`src/rtl/traffic_ctrl_if.sv`:
```
// Bundle of run-control, request and light signals for the traffic sequencer.
// The master side (environment) drives enable and requests; the slave side
// (sequencer) drives the lamps, the state code and the phase count.
interface traffic_ctrl_if;
    logic       en;
    logic       side_req;
    logic       ped_req;
    logic [2:0] main_light;
    logic [2:0] side_light;
    logic       walk;
    logic [2:0] state;
    logic [3:0] count;

    modport master (
        output en, side_req, ped_req,
        input  main_light, side_light, walk, state, count
    );

    modport slave (
        input  en, side_req, ped_req,
        output main_light, side_light, walk, state, count
    );
endinterface

```
`src/rtl/traffic_ctrl.sv`:
```
// Self-timed traffic-light sequencer: main road, side road and pedestrian
// crossing. A 4-bit down-counter times each phase; the Moore FSM advances
// when the counter expires (en=1 and count=0). Lamps are decoded from the
// state register only.
module traffic_ctrl #(
    parameter int T_GREEN_MAIN = 8,
    parameter int T_GREEN_SIDE = 5,
    parameter int T_YELLOW     = 2,
    parameter int T_ALLRED     = 1,
    parameter int T_WALK       = 6
) (
    input  logic           clock,
    input  logic           reset,
    traffic_ctrl_if.slave  bus
);

    typedef enum logic [2:0] {
        MAIN_G  = 3'd0,
        MAIN_Y  = 3'd1,
        RED_A   = 3'd2,
        SIDE_G  = 3'd3,
        SIDE_Y  = 3'd4,
        RED_B   = 3'd5,
        WALK    = 3'd6,
        ILLEGAL = 3'd7
    } state_t;

    // Count reload values: a phase of N cycles counts N-1 down to 0.
    localparam logic [3:0] LD_GM = 4'(T_GREEN_MAIN - 1);
    localparam logic [3:0] LD_GS = 4'(T_GREEN_SIDE - 1);
    localparam logic [3:0] LD_Y  = 4'(T_YELLOW - 1);
    localparam logic [3:0] LD_AR = 4'(T_ALLRED - 1);
    localparam logic [3:0] LD_WK = 4'(T_WALK - 1);

    localparam logic [2:0] L_RED = 3'b100;
    localparam logic [2:0] L_YEL = 3'b010;
    localparam logic [2:0] L_GRN = 3'b001;

    state_t     state_q;
    logic [3:0] count_q;
    logic       ped_pending_q;

    logic       svc;
    logic       walk_req;

    // The live ped_req counts as well as the latched one, so a press on the
    // deciding cycle itself is not missed.
    assign walk_req = ped_pending_q | bus.ped_req;
    assign svc      = bus.side_req | walk_req;

    // Phase sequencer: state, phase counter and pedestrian latch.
    always_ff @(posedge clock or negedge reset) begin
        if (!reset) begin
            state_q       <= MAIN_G;
            count_q       <= LD_GM;
            ped_pending_q <= 1'b0;
        end else begin
            // Latch button presses outside WALK regardless of en; a press
            // during WALK would only re-trigger the crossing just served.
            if (bus.ped_req && state_q != WALK)
                ped_pending_q <= 1'b1;

            if (state_q == ILLEGAL) begin
                // Recover through an all-red clearance before main green.
                state_q <= RED_B;
                count_q <= LD_AR;
            end else if (bus.en) begin
                if (count_q != 4'd0) begin
                    count_q <= count_q - 4'd1;
                end else begin
                    case (state_q)
                        MAIN_G: begin
                            // Without demand main green simply holds at 0.
                            if (svc) begin
                                state_q <= MAIN_Y;
                                count_q <= LD_Y;
                            end
                        end
                        MAIN_Y: begin
                            state_q <= RED_A;
                            count_q <= LD_AR;
                        end
                        RED_A: begin
                            // Pedestrians take priority; side traffic waits
                            // for the next pass through the cycle.
                            if (walk_req) begin
                                state_q       <= WALK;
                                count_q       <= LD_WK;
                                ped_pending_q <= 1'b0;
                            end else begin
                                state_q <= SIDE_G;
                                count_q <= LD_GS;
                            end
                        end
                        SIDE_G: begin
                            state_q <= SIDE_Y;
                            count_q <= LD_Y;
                        end
                        SIDE_Y: begin
                            state_q <= RED_B;
                            count_q <= LD_AR;
                        end
                        WALK: begin
                            state_q <= RED_B;
                            count_q <= LD_AR;
                        end
                        RED_B: begin
                            state_q <= MAIN_G;
                            count_q <= LD_GM;
                        end
                        default: begin
                            state_q <= RED_B;
                            count_q <= LD_AR;
                        end
                    endcase
                end
            end
        end
    end

    // Lamp decode from the state register; unknown codes fail safe to all-red.
    always_comb begin
        bus.main_light = L_RED;
        bus.side_light = L_RED;
        bus.walk       = 1'b0;
        case (state_q)
            MAIN_G: bus.main_light = L_GRN;
            MAIN_Y: bus.main_light = L_YEL;
            SIDE_G: bus.side_light = L_GRN;
            SIDE_Y: bus.side_light = L_YEL;
            WALK:   bus.walk       = 1'b1;
            default: ;
        endcase
    end

    assign bus.state = state_q;
    assign bus.count = count_q;

endmodule

```
`src/flat_wrapper.sv`:
```
// flat-port wrapper written by rule: the top's interface ports become plain ports
module traffic_ctrl_flat 
#(
    parameter int T_GREEN_MAIN = 8,
    parameter int T_GREEN_SIDE = 5,
    parameter int T_YELLOW     = 2,
    parameter int T_ALLRED     = 1,
    parameter int T_WALK       = 6
)
  (clock, reset, bus_en, bus_side_req, bus_ped_req, bus_main_light, bus_side_light, bus_walk, bus_state, bus_count);
  traffic_ctrl_if bus_i ();
  input  logic clock;
  input  logic reset;
  input wire logic [$bits(bus_i.en)-1:0] bus_en;
  input wire logic [$bits(bus_i.side_req)-1:0] bus_side_req;
  input wire logic [$bits(bus_i.ped_req)-1:0] bus_ped_req;
  output wire logic [$bits(bus_i.main_light)-1:0] bus_main_light;
  output wire logic [$bits(bus_i.side_light)-1:0] bus_side_light;
  output wire logic [$bits(bus_i.walk)-1:0] bus_walk;
  output wire logic [$bits(bus_i.state)-1:0] bus_state;
  output wire logic [$bits(bus_i.count)-1:0] bus_count;
  assign bus_i.en = bus_en;
  assign bus_i.side_req = bus_side_req;
  assign bus_i.ped_req = bus_ped_req;
  assign bus_main_light = bus_i.main_light;
  assign bus_side_light = bus_i.side_light;
  assign bus_walk = bus_i.walk;
  assign bus_state = bus_i.state;
  assign bus_count = bus_i.count;
  traffic_ctrl #(.T_GREEN_MAIN(T_GREEN_MAIN), .T_GREEN_SIDE(T_GREEN_SIDE), .T_YELLOW(T_YELLOW), .T_ALLRED(T_ALLRED), .T_WALK(T_WALK)) u_core (.clock(clock), .reset(reset), .bus(bus_i));
endmodule
```
`config.mk`:
```
export PLATFORM = sky130hd
export DESIGN_NAME = traffic_ctrl_flat
export DESIGN_NICKNAME = d
export VERILOG_FILES = /design/src/rtl/traffic_ctrl_if.sv /design/src/rtl/traffic_ctrl.sv /design/src/flat_wrapper.sv
export SDC_FILE = /design/constraint.sdc
export NUM_CORES = 1
export LEC_CHECK = 0
export BUFFER_PORTS_ARGS = -buffer_cell sky130_fd_sc_hd__clkbuf_2
export CORE_AREA = 2 2 39 41
export CTS_CLUSTER_DIAMETER = 100
export DETAILED_ROUTE_END_ITERATION = 12
export DIE_AREA = 0 0 41 43
export GPL_TIMING_DRIVEN = 0
export HOLD_SLACK_MARGIN = 0.05
export PLACE_DENSITY = 0.71
export SLEW_MARGIN = 20
export SYNTH_ARGS = -nofsm -noshare
export SYNTH_HDL_FRONTEND = slang
export SYNTH_SLANG_ARGS = --single-unit
```
`constraint.sdc`:
```
create_clock -name clock -period 1.8 [get_ports clock]
set_input_delay 0.18 -clock clock [delete_from_list [all_inputs] [get_ports clock]]
set_output_delay 0.18 -clock clock [all_outputs]
set_load 0.1 [all_outputs]
```
* After elaboration in Yosys (flattened, before gate mapping)
Cells that the tools add are included.
Operators by class: bitwise operators 2, add/subtract/negate cells 1, reductions and logical operators 6, eq/ne operators 11, muxes and demuxes 21
Operators by type and width (number):
- two-way mux 4 bit | 4
- case mux 4 bit (4 select lines) | 1
- two-way mux 3 bit | 5
- case mux 3 bit (5 select lines) | 1
- == test 3 bit (second input constant) | 4
- case mux 3 bit (2 select lines) | 2
- two-way mux 1 bit | 8
- == test 3 x 2 -> 1 bit (second input constant) | 2
- inequality test 4 x 1 -> 1 bit (second input constant) | 1
- nonzero test 4 bit | 1
- subtractor 4 x 1 -> 4 bit (second input constant) | 1
- == test 3 x 1 -> 1 bit (second input constant) | 1
- logical NOT 3 bit | 1
- inequality test 3 x 1 -> 1 bit (second input constant) | 1
- inequality test 3 bit (second input constant) | 1
- AND reduction 3 bit | 1
- inequality test 2 x 1 -> 1 bit (second input constant) | 1
- OR 1 bit | 2
- AND reduction 2 bit | 1
- nonzero test 2 bit | 1
- logical AND 1 bit | 1
Word-level totals: input port bits 5, output and inout bits 14, flip-flop bits (word level) 8

* Logic depth before layout (Yosys ltp)
Gate-level depths: netlist (run 1).
depth in word-level cells 8, gate-level depth with buffers 6, gate-level depth less buffers 6

* Least setup slack after synthesis (run 1)
No wires, ideal clock.
kind reg-to-output, from reg u_core.state_q[2], in the netlist u_core.bus.state[2], to out bus_side_light[2], path slack -3.118 ns, stages on the path, launching flop included 5, data arrival time 4.738 ns, cells stage by stage dfrtp_1 > buf_2 > inv_1 > nor3_1 > nor2_1
On the way: word-level cells in the longest chain between the ends 2
Ends and longest elaborated chain:
- from (decl) | line traffic_ctrl.sv:39 | state_t state_q;
- from (signal assigned) | line traffic_ctrl.sv:54 | state_q <= MAIN_G;
- from (signal assigned) | line traffic_ctrl.sv:65 | state_q <= RED_B;
- from (signal assigned) | line traffic_ctrl.sv:75 | state_q <= MAIN_Y;
- == test 3 bit / == test 3 x 2 -> 1 bit (equally long branches) | line traffic_ctrl.sv:126 | case (state_q)
- case mux 3 bit (2 select lines) * | line traffic_ctrl.sv:126
- to (decl) | line flat_wrapper.sv:18 | output wire logic [$bits(bus_i.side_light)-1:0] bus_side_light;
Mark *: on every way between the ends. The rest lies on a longest branch, timed or not.

* Worst setup path after layout (run 1)
from reg u_core.state_q[1], in the netlist u_core.bus.state[1], to out bus_main_light[0]
On the way: word-level cells in the longest chain between the ends 2
Ends and longest elaborated chain:
- == test 3 x 1 -> 1 bit / logical NOT 3 bit (equally long branches) | line traffic_ctrl.sv:126
- case mux 3 bit (2 select lines) * | line traffic_ctrl.sv:126
- to (decl) | line flat_wrapper.sv:17 | output wire logic [$bits(bus_i.main_light)-1:0] bus_main_light;
Marks and branches as above.

==> metrics.txt, run 1 <==
# TYPE chip_impl_metric gauge
chip_impl_metric{name="wl_per_cell",unit="microns"} 13.6
chip_impl_metric{name="cts_num_sinks",unit=""} 8
chip_impl_metric{name="report.final.hold_viol_count",unit=""} 0
chip_impl_metric{name="design.die.area",unit="sq mm"} 0.00176
chip_impl_metric{name="drv_cap",unit=""} 0
chip_impl_info{name="startpoint_type",value="register"} 1
chip_impl_metric{name="grt_use_total",unit="%"} 21.1
chip_impl_metric{name="antenna_found_initial",unit=""} 0
chip_impl_info{name="tritoncts",value="built"} 1
chip_impl_info{name="crit_path_end",value="bus_main_light[0]"} 1
chip_impl_metric{name="pin_count_of_the_biggest_net_entering_global_routing",unit=""} 11
chip_impl_metric{name="yosysUniqueCellTypes",unit=""} 35
chip_impl_info{name="root_buffer",value="clkbuf_4"} 1
chip_impl_metric{name="global_route_wire_length_before_repair",unit="mm"} 2.50
chip_impl_metric{name="pins_over_slew_limit",unit=""} 0
chip_impl_metric{name="die_y",unit="microns"} 43
chip_impl_metric{name="syn_inst",unit=""} 73
chip_impl_metric{name="fin_skew",unit="ps"} 8.09
chip_impl_metric{name="tritoncts.num_buffers",unit=""} 3
chip_impl_info{name="worst_path_cell_chain",value="or2_2 -> nor2_4 -> clkbuf_4"} 1
chip_impl_metric{name="detailedRoute.firstPassIterationCount",unit=""} 4
chip_impl_metric{name="num-nets-final",unit=""} 107
chip_impl_metric{name="met2RoutedLength",unit="microns"} 738
chip_impl_info{name="outcome",value="finished clean"} 1
chip_impl_metric{name="finalSetupViolations",unit=""} 0
chip_impl_metric{name="reg2reg_slack",unit="ps"} 110
chip_impl_metric{name="worstPathBufferInverterCount",unit=""} 1
chip_impl_metric{name="antenna_left",unit=""} 0
chip_impl_metric{name="postSynthAreaPerCell",unit="sq um"} 8.28
chip_impl_metric{name="routed-wl-met3",unit="microns"} 110
chip_impl_metric{name="route.final.wire_length",unit="mm"} 1.56
chip_impl_info{name="top_layer",value="met4"} 1
chip_impl_metric{name="boundaryPins",unit=""} 19
chip_impl_metric{name="cts.path.max_buffers",unit=""} 2
chip_impl_metric{name="slew_headroom",unit="%"} 58.7
chip_impl_metric{name="met1Wirelength",unit="microns"} 689
chip_impl_metric{name="async_reset_ff_share",unit="%"} 100
chip_impl_metric{name="detail_route.iter0.violations",unit=""} 16
chip_impl_metric{name="vias_per_instance",unit=""} 5.84
chip_impl_metric{name="place_congestion",unit=""} 0.854
chip_impl_info{name="worst_r2r_startpoint",value="u_core.bus.count[0]"} 1
chip_impl_metric{name="worstPathArrival",unit="ps"} 1530
chip_impl_info{name="grt_setup_unrepaired",value="no"} 1
chip_impl_metric{name="rows",unit=""} 14
chip_impl_info{name="postSynth.topFlopCell",value="dfrtp_1"} 1
chip_impl_metric{name="core_area",unit="sq mm"} 0.00138
chip_impl_metric{name="via_count",unit=""} 672
chip_impl_metric{name="rr_worst_depth",unit=""} 7
chip_impl_info{name="regToRegEndpoint",value="u_core.bus.count[2]"} 1
chip_impl_metric{name="synthesis.nets",unit=""} 80
chip_impl_metric{name="insertedDiodeCount",unit=""} 0
chip_impl_metric{name="synthDominantCellAreaShare",unit="%"} 20.7
chip_impl_info{name="critical_path.endpoint_type",value="output pin"} 1
chip_impl_metric{name="tightest_slew",unit="ps"} 614
chip_impl_metric{name="synth-edff-count",unit=""} 0
chip_impl_metric{name="port_buffers",unit=""} 18
chip_impl_info{name="ys_top_cells_by_area",value="dfrtp_1 (21%), dfstp_2 (13%), a21oi_1 (6.6%), nor3_1 (5.0%), ha_1 (4.1%)"} 1
chip_impl_metric{name="dieWidth",unit="microns"} 41
chip_impl_info{name="synth_top_area_cell",value="dfrtp_1"} 1
chip_impl_info{name="crit_path_start",value="u_core.bus.state[1]"} 1
chip_impl_metric{name="timing.hold.ws",unit="ps"} 280
chip_impl_info{name="critical_path.slowest_cell",value="dfrtp_4"} 1
chip_impl_metric{name="req_time_crit_path",unit="ps"} 1620
chip_impl_info{name="class_of_the_most_critical_setup_path",value="register to output pin"} 1
chip_impl_metric{name="layout-drive-gt1-share",unit="%"} 52.5
chip_impl_metric{name="grt_pass1_vias",unit=""} 574
chip_impl_info{name="hold_class",value="input port to register"} 1
chip_impl_metric{name="worstSkewPairLatency",unit="ps"} 250
chip_impl_metric{name="globalRouteOverflowTotal",unit=""} 0
chip_impl_metric{name="clkTransAtPathRegs",unit="ps"} 50
chip_impl_metric{name="synthToLayoutAreaGrowth",unit="%"} 54.2
chip_impl_metric{name="cts.htree.levels",unit=""} 1
chip_impl_info{name="yosysMostFrequentCell",value="a21oi_1"} 1
chip_impl_metric{name="drc",unit=""} 0
chip_impl_metric{name="min_period_over_period",unit="%"} 95.1
chip_impl_metric{name="timing.critical_path.fanout_max",unit=""} 6
chip_impl_metric{name="ys_seq_area_share",unit="%"} 33.7
chip_impl_metric{name="detailedPlacementHpwl",unit="mm"} 1.13
chip_impl_info{name="synth_top_cells_by_count",value="a21oi_1 (8), nor2_1 (6), nor3_1 (6), dfrtp_1 (5), inv_1 (5)"} 1
chip_impl_metric{name="start_util",unit="%"} 43.7
chip_impl_metric{name="netlist_area",unit="sq um"} 604
chip_impl_metric{name="max_stage_delay",unit="ps"} 500
chip_impl_metric{name="synth-seq-cells",unit=""} 8
chip_impl_metric{name="number_of_cells_on_the_critical_path",unit=""} 3
chip_impl_metric{name="ys_warn_count",unit=""} 0
chip_impl_info{name="crit_family",value="flip-flops"} 1
chip_impl_metric{name="final_period_minus_worst_setup_slack",unit="ps"} 1710
chip_impl_metric{name="max_freq",unit="MHz"} 584
-- cell families after synthesis --
logic type	count (synthesis)	synth area share (%)
AO/OA/AOI/OAI	21	21.5
adder cells (fa/ha/maj)	3	6.00
buffers and inverters	9	5.80
flip-flops	8	33.7
multiplexers	3	5.18
AND/OR/NAND/NOR	29	27.7
-- through the flow --
stage / area [sq um] / utilization, % / cells / TNS [ps] / setup WS (ps)
final: 932 / 67.4 / 115 / 0 / 87.4
after global routing: 932 / 67.4 / 115 / 0 / 36.5
after CTS: 898 / 64.9 / 113 / -35.4 / -35.4
after detailed placement: 822 / 59.4 / 107 / -92.5 / -46.2
after global placement: 822 / 59.4 / 107 / -77.0 / -45.9
after floorplan: 712 / - / 73 / -1400 / -491
-- worst min-delay path by stage --
stage,startpoint,end,slack (ps),depth (start not counted)
final,bus_en,u_core.bus.count[0],280,3
after global routing,bus_en,u_core.bus.count[0],290,3
after CTS,bus_en,u_core.bus.count[0],270,3
after floorplan,reset,u_core.bus.count[3],-120,0
after detailed placement,reset,u_core.bus.state[2],20,1
after global placement,reset,u_core.bus.state[2],20,1
-- cells in the final DEF, fill, tap and decap left out, types with 3 or more instances in the layout --
master    instances
a21oi_1           8
buf_6             3
buf_4             3
nor3_1            4
clkbuf_2         14
o21ai_0           3
nor2_4            4
nand2_1           3
clkbuf_4          5
-- layer usage --
layer / global-route usage (%) / vias up
met4: 12.7 / 0
met3: 3.14 / 4
li1: - / 326
met5: 0 / -
met2: 27.8 / 37
met1: 31.5 / 305
-- repair_timing --
action                                  4_1_cts  5_1_grt
cloned                                        0        0
hold buffers                                  1        0
buffers inserted                              1        2
endpoints found under the setup margin        7        5
endpoints found under the hold margin         8        0
gates resized for setup                      10        6
-- worst min-delay path, stage by stage --
cell and delay (ps):
clkbuf_2 150, nand4_1 110, nand3_1 80
-- flip-flops by register name, summed over array words and instances (netlist names) --
name,cells
u_core.bus.state,3
u_core.bus.count,4
u_core.ped_pending_q,1
-- final cells by class --
class / instances / area (sq um)
timing repair buffer: 22 / 158
clock buffer: 4 / 26.3
sequential: 8 / 221
fill: 120 / 452
buffer: 4 / 25.0
tap: 16 / 20.0
multi-input combinational: 56 / 454
inverter: 5 / 27.5
Power of run 1 is left out: the tool's default activity adds up to more than one toggle a clock period on the data nets, which glitch-free logic cannot reach.
==> run 2: changes to the inputs <==
--- a/config.mk
+++ b/config.mk
@@ -5,14 +5,15 @@
 export SDC_FILE = /design/constraint.sdc
 export NUM_CORES = 1
 export LEC_CHECK = 0
+export ABC_AREA = 1
 export BUFFER_PORTS_ARGS = -buffer_cell sky130_fd_sc_hd__clkbuf_2
-export CORE_AREA = 2 2 39 41
+export CORE_MARGIN = 1.5
+export CORE_UTILIZATION = 50
 export CTS_CLUSTER_DIAMETER = 100
 export DETAILED_ROUTE_END_ITERATION = 12
-export DIE_AREA = 0 0 41 43
 export GPL_TIMING_DRIVEN = 0
 export HOLD_SLACK_MARGIN = 0.05
-export PLACE_DENSITY = 0.71
+export PLACE_DENSITY = 0.75
 export SLEW_MARGIN = 20
 export SYNTH_ARGS = -nofsm -noshare
 export SYNTH_HDL_FRONTEND = slang
==> metrics.txt, run 2 <==
# TYPE chip_impl_metric gauge
chip_impl_info{name="outcome",value="finished clean"} 1
chip_impl_info{name="critical_path.slowest_cell",value="dfrtp_4"} 1
chip_impl_metric{name="finalSetupViolations",unit=""} 0
chip_impl_metric{name="yosysUniqueCellTypes",unit=""} 21
chip_impl_metric{name="global_route_wire_length_before_repair",unit="mm"} 2.44
chip_impl_metric{name="antenna_left",unit=""} 0
chip_impl_metric{name="num-fill-cells",unit=""} 111
chip_impl_metric{name="met2RoutedLength",unit="microns"} 762
chip_impl_info{name="class_of_the_most_critical_setup_path",value="register to output pin"} 1
chip_impl_metric{name="synthToLayoutAreaGrowth",unit="%"} 32.5
chip_impl_metric{name="slew_headroom",unit="%"} 63.9
chip_impl_info{name="ys_top_cells_by_area",value="nand2_1 (21%), dfrtp_1 (17%), dfstp_2 (11%), nand3_1 (8.4%), nor2_1 (7.9%)"} 1
chip_impl_metric{name="synth-edff-count",unit=""} 0
chip_impl_info{name="postSynth.topFlopCell",value="dfrtp_1"} 1
chip_impl_info{name="top_layer",value="met3"} 1
chip_impl_metric{name="netlist_area",unit="sq um"} 717
chip_impl_metric{name="globalRouteOverflowTotal",unit=""} 0
chip_impl_metric{name="grt_pass1_vias",unit=""} 596
chip_impl_metric{name="pin_count_of_the_biggest_net_entering_global_routing",unit=""} 10
chip_impl_metric{name="drc",unit=""} 0
chip_impl_info{name="regToRegEndpoint",value="u_core.bus.count[3]"} 1
chip_impl_metric{name="detailedRoute.firstPassIterationCount",unit=""} 4
chip_impl_metric{name="pins_over_slew_limit",unit=""} 0
chip_impl_metric{name="synthesis.nets",unit=""} 119
chip_impl_metric{name="insertedDiodeCount",unit=""} 0
chip_impl_metric{name="dieWidth",unit="microns"} 40.9
chip_impl_info{name="crit_path_end",value="bus_side_light[2]"} 1
chip_impl_info{name="critical_path.endpoint_type",value="output pin"} 1
chip_impl_metric{name="rows",unit=""} 13
chip_impl_metric{name="die_y",unit="microns"} 40.9
chip_impl_metric{name="min_period_over_period",unit="%"} 96.0
chip_impl_metric{name="synth-seq-cells",unit=""} 8
chip_impl_info{name="root_buffer",value="clkbuf_4"} 1
chip_impl_metric{name="req_time_crit_path",unit="ps"} 1620
chip_impl_info{name="commonest_cells_after_routing_fill_and_taps_aside",value="nand2_1 (39), clkbuf_2 (13), nor2_1 (12)"} 1
chip_impl_info{name="startpoint_type",value="register"} 1
chip_impl_metric{name="drv_cap",unit=""} 0
chip_impl_info{name="grt_setup_unrepaired",value="no"} 1
chip_impl_metric{name="layout-drive-gt1-share",unit="%"} 40.0
chip_impl_metric{name="route.final.wire_length",unit="mm"} 1.66
chip_impl_metric{name="design.die.area",unit="sq mm"} 0.00167
chip_impl_info{name="worst_r2r_startpoint",value="u_core.bus.count[0]"} 1
chip_impl_info{name="crit_path_start",value="u_core.bus.state[0]"} 1
chip_impl_info{name="synth_top_area_cell",value="nand2_1"} 1
chip_impl_metric{name="vias_per_instance",unit=""} 5.14
chip_impl_metric{name="rr_worst_depth",unit=""} 9
chip_impl_metric{name="num-nets-final",unit=""} 143
chip_impl_metric{name="place_congestion",unit=""} 0.857
chip_impl_metric{name="largest_register_ffs",unit=""} 4
chip_impl_metric{name="start_util",unit="%"} 54.4
chip_impl_metric{name="cts.path.max_buffers",unit=""} 2
chip_impl_metric{name="max_stage_delay",unit="ps"} 480
chip_impl_metric{name="detailedPlacementHpwl",unit="mm"} 1.30
chip_impl_metric{name="timing.critical_path.fanout_max",unit=""} 9
chip_impl_info{name="hold_class",value="input port to register"} 1
chip_impl_metric{name="reg2reg_slack",unit="ps"} 190
chip_impl_metric{name="grt_use_total",unit="%"} 22.8
chip_impl_metric{name="via_count",unit=""} 771
chip_impl_metric{name="clkTransAtPathRegs",unit="ps"} 60
chip_impl_metric{name="fin_skew",unit="ps"} 11.6
chip_impl_metric{name="async_reset_ff_share",unit="%"} 100
chip_impl_info{name="worst_path_cell_chain",value="buf_8 -> nand2_2 -> clkinv_2 -> nand2_2 -> clkinvlp_4 -> nor2_4 -> buf_8"} 1
chip_impl_metric{name="final_period_minus_worst_setup_slack",unit="ps"} 1730
chip_impl_info{name="synth_top_cells_by_count",value="nand2_1 (41), nor2_1 (15), inv_1 (12), nand3_1 (12), dfrtp_1 (5)"} 1
chip_impl_metric{name="worstPathArrival",unit="ps"} 1550
chip_impl_metric{name="tightest_slew",unit="ps"} 544
chip_impl_metric{name="synthDominantCellAreaShare",unit="%"} 21.5
chip_impl_info{name="yosysMostFrequentCell",value="nand2_1"} 1
chip_impl_metric{name="worstSkewPairLatency",unit="ps"} 260
chip_impl_metric{name="port_buffers",unit=""} 18
chip_impl_metric{name="syn_inst",unit=""} 112
chip_impl_metric{name="routed-wl-met3",unit="microns"} 104
chip_impl_metric{name="cts_num_sinks",unit=""} 8
chip_impl_metric{name="antenna_found_initial",unit=""} 0
chip_impl_metric{name="wl_per_cell",unit="microns"} 11.0
chip_impl_metric{name="max_freq",unit="MHz"} 579
chip_impl_metric{name="timing.hold.ws",unit="ps"} 141
chip_impl_metric{name="boundaryPins",unit=""} 19
chip_impl_metric{name="core_area",unit="sq mm"} 0.00132
chip_impl_info{name="tritoncts",value="built"} 1
chip_impl_metric{name="tritoncts.num_buffers",unit=""} 3
chip_impl_metric{name="post_cts_buffers",unit=""} 0
chip_impl_metric{name="met1Wirelength",unit="microns"} 790
chip_impl_metric{name="ys_warn_count",unit=""} 0
chip_impl_metric{name="postSynthAreaPerCell",unit="sq um"} 6.40
chip_impl_info{name="layout_commonest_cell",value="nand2_1"} 1
chip_impl_metric{name="detail_route.iter0.violations",unit=""} 27
chip_impl_metric{name="ys_seq_area_share",unit="%"} 28.4
chip_impl_metric{name="setup_total_negative_slack",unit="ps"} 0
chip_impl_metric{name="cts.htree.levels",unit=""} 1
chip_impl_metric{name="report.final.hold_viol_count",unit=""} 0
-- run 2: changes by cell type after synthesis, moves of 5 or more --
cell / before / now
nand2_1: 4 / 41
nand3_1: 2 / 12
nor2_1: 6 / 15
a21oi_1: 8 / 1
inv_1: 5 / 12
nor3_1: 6 / 1
-- run 2: worst min-delay path by stage --
| stage | slack, ps | endpoint | cells past startpoint | from |
|---|---|---|---|---|
| 6_report | 140 | u_core.ped_pending_q | 2 | bus_en |
| 5_1_grt | 130 | u_core.ped_pending_q | 2 | bus_en |
| 4_1_cts | 120 | u_core.ped_pending_q | 2 | bus_en |
| 3_5_place_dp | 40 | u_core.bus.count[3] | 1 | reset |
| 3_3_place_gp | 40 | u_core.bus.state[1] | 1 | reset |
| 2_1_floorplan | -120 | u_core.bus.count[3] | 0 | reset |
-- run 2: layout make-up --
class / count / area [sq um] / area share, %
clock buffers: 4 / 26.3 / 2.77
repair buffers: 19 / 118 / 12.4
plain buffers: 2 / 26.3 / 2.77
inverters: 16 / 68.8 / 7.25
multi-input cells: 86 / 473 / 49.8
well taps: 15 / 18.8 / 1.98
flip-flops and latches: 8 / 219 / 23.1
-- run 2: kinds of logic (layout without fill, tap and decap cells) --
family                   Yosys count  in the layout  synth area share, %
adder cells (fa/ha/maj)            2              2                 3.49
AND/OR/NAND/NOR                   80             80                 52.0
flip-flops                         8              8                 28.4
buffers and inverters             18             41                 11.5
AO/OA/AOI/OAI                      4              4                 4.54
-- run 2: through the flow --
| stage | cell area (sq um) | setup slack (ps) | std cells | util [%] |
|---|---|---|---|---|
| floorplan | 787 | -507 | 112 | - |
| global placement | 896 | 130 | 145 | 68.0 |
| detailed placement | 896 | 116 | 145 | 68.0 |
| CTS | 943 | 6.58 | 150 | 71.6 |
| global route | 950 | 3.95 | 150 | 72.1 |
| finish | 950 | 72.2 | 150 | 72.1 |
-- run 2: metal layers --
metal / vias up / track usage (%)
met5: - / 0
met4: 0 / 5.00
met3: 0 / 9.78
met2: 26 / 34.0
met1: 351 / 29.9
li1: 394 / -
-- run 2: timing repair --
item	CTS	global route
hold endpoints to repair	8	0
endpoints found under the setup margin	2	4
gates resized for setup	3	6
hold buffers	1	0
-- run 2: critical path: cells and delay by family (launching register included) --
kind | cells | cell delay (ps)
buffers and inverters | 4 | 520
flip-flops | 1 | 480
AND/OR/NAND/NOR | 3 | 290
Power of run 2 is left out for the same reason.
==> run 3: changes to the inputs <==
--- a/config.mk
+++ b/config.mk
@@ -14,7 +14,6 @@
 export GPL_TIMING_DRIVEN = 0
 export HOLD_SLACK_MARGIN = 0.05
 export PLACE_DENSITY = 0.75
-export SLEW_MARGIN = 20
 export SYNTH_ARGS = -nofsm -noshare
 export SYNTH_HDL_FRONTEND = slang
 export SYNTH_SLANG_ARGS = --single-unit
==> constraint.sdc (replaced) <==
create_clock -name clock -period 1.8 [get_ports clock]
set_input_delay 0 -clock clock [delete_from_list [all_inputs] [get_ports clock]]
set_output_delay 0 -clock clock [all_outputs]
set_load 0.1 [all_outputs]
==> metrics.txt, run 3 (synthesis gave the netlist of run 2 again) <==
# TYPE chip_impl_metric gauge
chip_impl_info{name="startpoint_type",value="register"} 1
chip_impl_metric{name="worstPathArrival",unit="ps"} 1690
chip_impl_info{name="outcome",value="finished clean"} 1
chip_impl_info{name="critical_path.endpoint_type",value="output pin"} 1
chip_impl_metric{name="finalSetupViolations",unit=""} 0
chip_impl_metric{name="final_period_minus_worst_setup_slack",unit="ps"} 1690
chip_impl_metric{name="start_util",unit="%"} 54.4
chip_impl_metric{name="antenna_found_initial",unit=""} 0
chip_impl_metric{name="place_congestion",unit=""} 0.779
chip_impl_metric{name="vias_per_instance",unit=""} 5.07
chip_impl_metric{name="num-nets-final",unit=""} 144
chip_impl_metric{name="drc",unit=""} 0
chip_impl_metric{name="grt_use_total",unit="%"} 23.9
chip_impl_metric{name="detailedRoute.firstPassIterationCount",unit=""} 4
chip_impl_info{name="tritoncts",value="built"} 1
chip_impl_metric{name="worstSkewPairLatency",unit="ps"} 270
chip_impl_metric{name="boundaryPins",unit=""} 19
chip_impl_metric{name="design.die.area",unit="sq mm"} 0.00167
chip_impl_metric{name="post_cts_buffers",unit=""} 0
chip_impl_metric{name="min_period_over_period",unit="%"} 94.0
chip_impl_metric{name="route.final.wire_length",unit="mm"} 1.72
chip_impl_metric{name="clkTransAtPathRegs",unit="ps"} 70
chip_impl_metric{name="die_y",unit="microns"} 40.9
chip_impl_metric{name="worstPathBufferInverterCount",unit=""} 2
chip_impl_metric{name="drv_cap",unit=""} 0
chip_impl_metric{name="cts_num_sinks",unit=""} 8
chip_impl_metric{name="cts.path.max_buffers",unit=""} 2
chip_impl_metric{name="global_route_wire_length_before_repair",unit="mm"} 2.59
chip_impl_metric{name="fin_skew",unit="ps"} 12.4
chip_impl_metric{name="port_buffers",unit=""} 18
chip_impl_metric{name="antenna_left",unit=""} 0
chip_impl_metric{name="cts.htree.levels",unit=""} 1
chip_impl_metric{name="wl_per_cell",unit="microns"} 11.4
chip_impl_info{name="grt_setup_unrepaired",value="no"} 1
chip_impl_info{name="hold_class",value="input port to asynchronous set/reset pin"} 1
chip_impl_metric{name="tightest_slew",unit="ps"} 543
chip_impl_metric{name="report.final.hold_viol_count",unit=""} 0
chip_impl_info{name="worst_path_cell_chain",value="inv_2 -> nand2_4 -> nor2_4 -> clkbuf_2"} 1
chip_impl_info{name="critical_path.slowest_cell",value="dfrtp_4"} 1
chip_impl_info{name="class_of_the_most_critical_setup_path",value="register to output pin"} 1
chip_impl_metric{name="max_freq",unit="MHz"} 591
chip_impl_metric{name="timing.critical_path.fanout_max",unit=""} 7
chip_impl_metric{name="via_count",unit=""} 765
chip_impl_metric{name="pins_over_slew_limit",unit=""} 0
chip_impl_metric{name="globalRouteOverflowTotal",unit=""} 0
chip_impl_metric{name="timing.hold.ws",unit="ps"} 104
chip_impl_info{name="root_buffer",value="clkbuf_4"} 1
chip_impl_metric{name="rows",unit=""} 13
chip_impl_metric{name="grt_pass1_vias",unit=""} 610
chip_impl_metric{name="max_stage_delay",unit="ps"} 530
chip_impl_info{name="layout_commonest_cell",value="nand2_1"} 1
chip_impl_metric{name="dieWidth",unit="microns"} 40.9
chip_impl_metric{name="tritoncts.num_buffers",unit=""} 3
chip_impl_metric{name="synthToLayoutAreaGrowth",unit="%"} 31.1
chip_impl_metric{name="slew_headroom",unit="%"} 64.0
chip_impl_metric{name="layout-drive-gt1-share",unit="%"} 39.7
chip_impl_info{name="commonest_cells_after_routing_fill_and_taps_aside",value="nand2_1 (39), clkbuf_2 (17), nor2_1 (12)"} 1
chip_impl_metric{name="insertedDiodeCount",unit=""} 0
chip_impl_metric{name="num-fill-cells",unit=""} 120
chip_impl_metric{name="pin_count_of_the_biggest_net_entering_global_routing",unit=""} 10
chip_impl_metric{name="req_time_crit_path",unit="ps"} 1800
chip_impl_metric{name="detail_route.iter0.violations",unit=""} 23
chip_impl_metric{name="largest_register_ffs",unit=""} 4
chip_impl_metric{name="detailedPlacementHpwl",unit="mm"} 1.33
chip_impl_metric{name="core_area",unit="sq mm"} 0.00132
chip_impl_info{name="crit_family",value="buffers and inverters"} 1
-- run 3: cell count changes in the layout (fill, tap and decap cells not counted) --
cell	delta
buf_2	-1
buf_8	-1
clkbuf_2	+4
clkbuf_4	-2
dlygate4sd3_1	+1
nor2_2	+1
nor2_4	-1
-- run 3: final cells by class --
cell class,instances,area (sq um),share of cell area (%)
Clock buffer,4,26.3,2.80
Buffer,2,26.3,2.80
Multi-Input combinational cell,86,468,49.8
Tap cell,15,18.8,2.00
Inverter,16,68.8,7.32
Sequential cell,8,219,23.3
Timing Repair Buffer,20,113,12.0
-- run 3: what timing repair did --
| action | CTS | global route |
|---|---|---|
| hold buffers | 2 | 0 |
| gates resized for setup | 0 | 2 |
| endpoints found under the setup margin | 0 | 1 |
| endpoints found under the hold margin | 10 | 0 |
-- run 3: per-stage QoR --
step | cell area (sq um) | instances | TNS [ps] | setup slack (ps) | utilization (%)
after floorplan | 782 | 112 | -615 | -327 | -
after global placement | 891 | 145 | 0 | 253 | 67.6
after detailed placement | 891 | 145 | 0 | 220 | 67.6
after CTS | 937 | 151 | 0 | 9.63 | 71.1
after global routing | 940 | 151 | 0 | 65.3 | 71.3
final | 940 | 151 | 0 | 109 | 71.3
-- run 3: path summary, 6_finish.rpt --
kind                                      from                   to  slack (ps)  cells past startpoint
max                        u_core.bus.state[1]    bus_main_light[0]         110                      4
min                                      reset  u_core.bus.state[2]         100                      2
max reg2reg                u_core.bus.count[0]  u_core.bus.count[3]         160                      9
min reg2reg                u_core.bus.count[1]  u_core.bus.count[1]         490                      2
max in group asynchronous                reset  u_core.bus.count[1]        1430                      2
min in group clock                 bus_ped_req  u_core.bus.state[0]         130                      6
-- run 3: metal layers --
layer,vias to the layer above,wire (microns),GRT usage [%]
met2,26,824,35.9
met1,346,765,32.4
met5,-,0,0
met4,0,22,10.8
met3,4,106,4.89
li1,389,-,-
Power of run 3 is left out for the same reason.
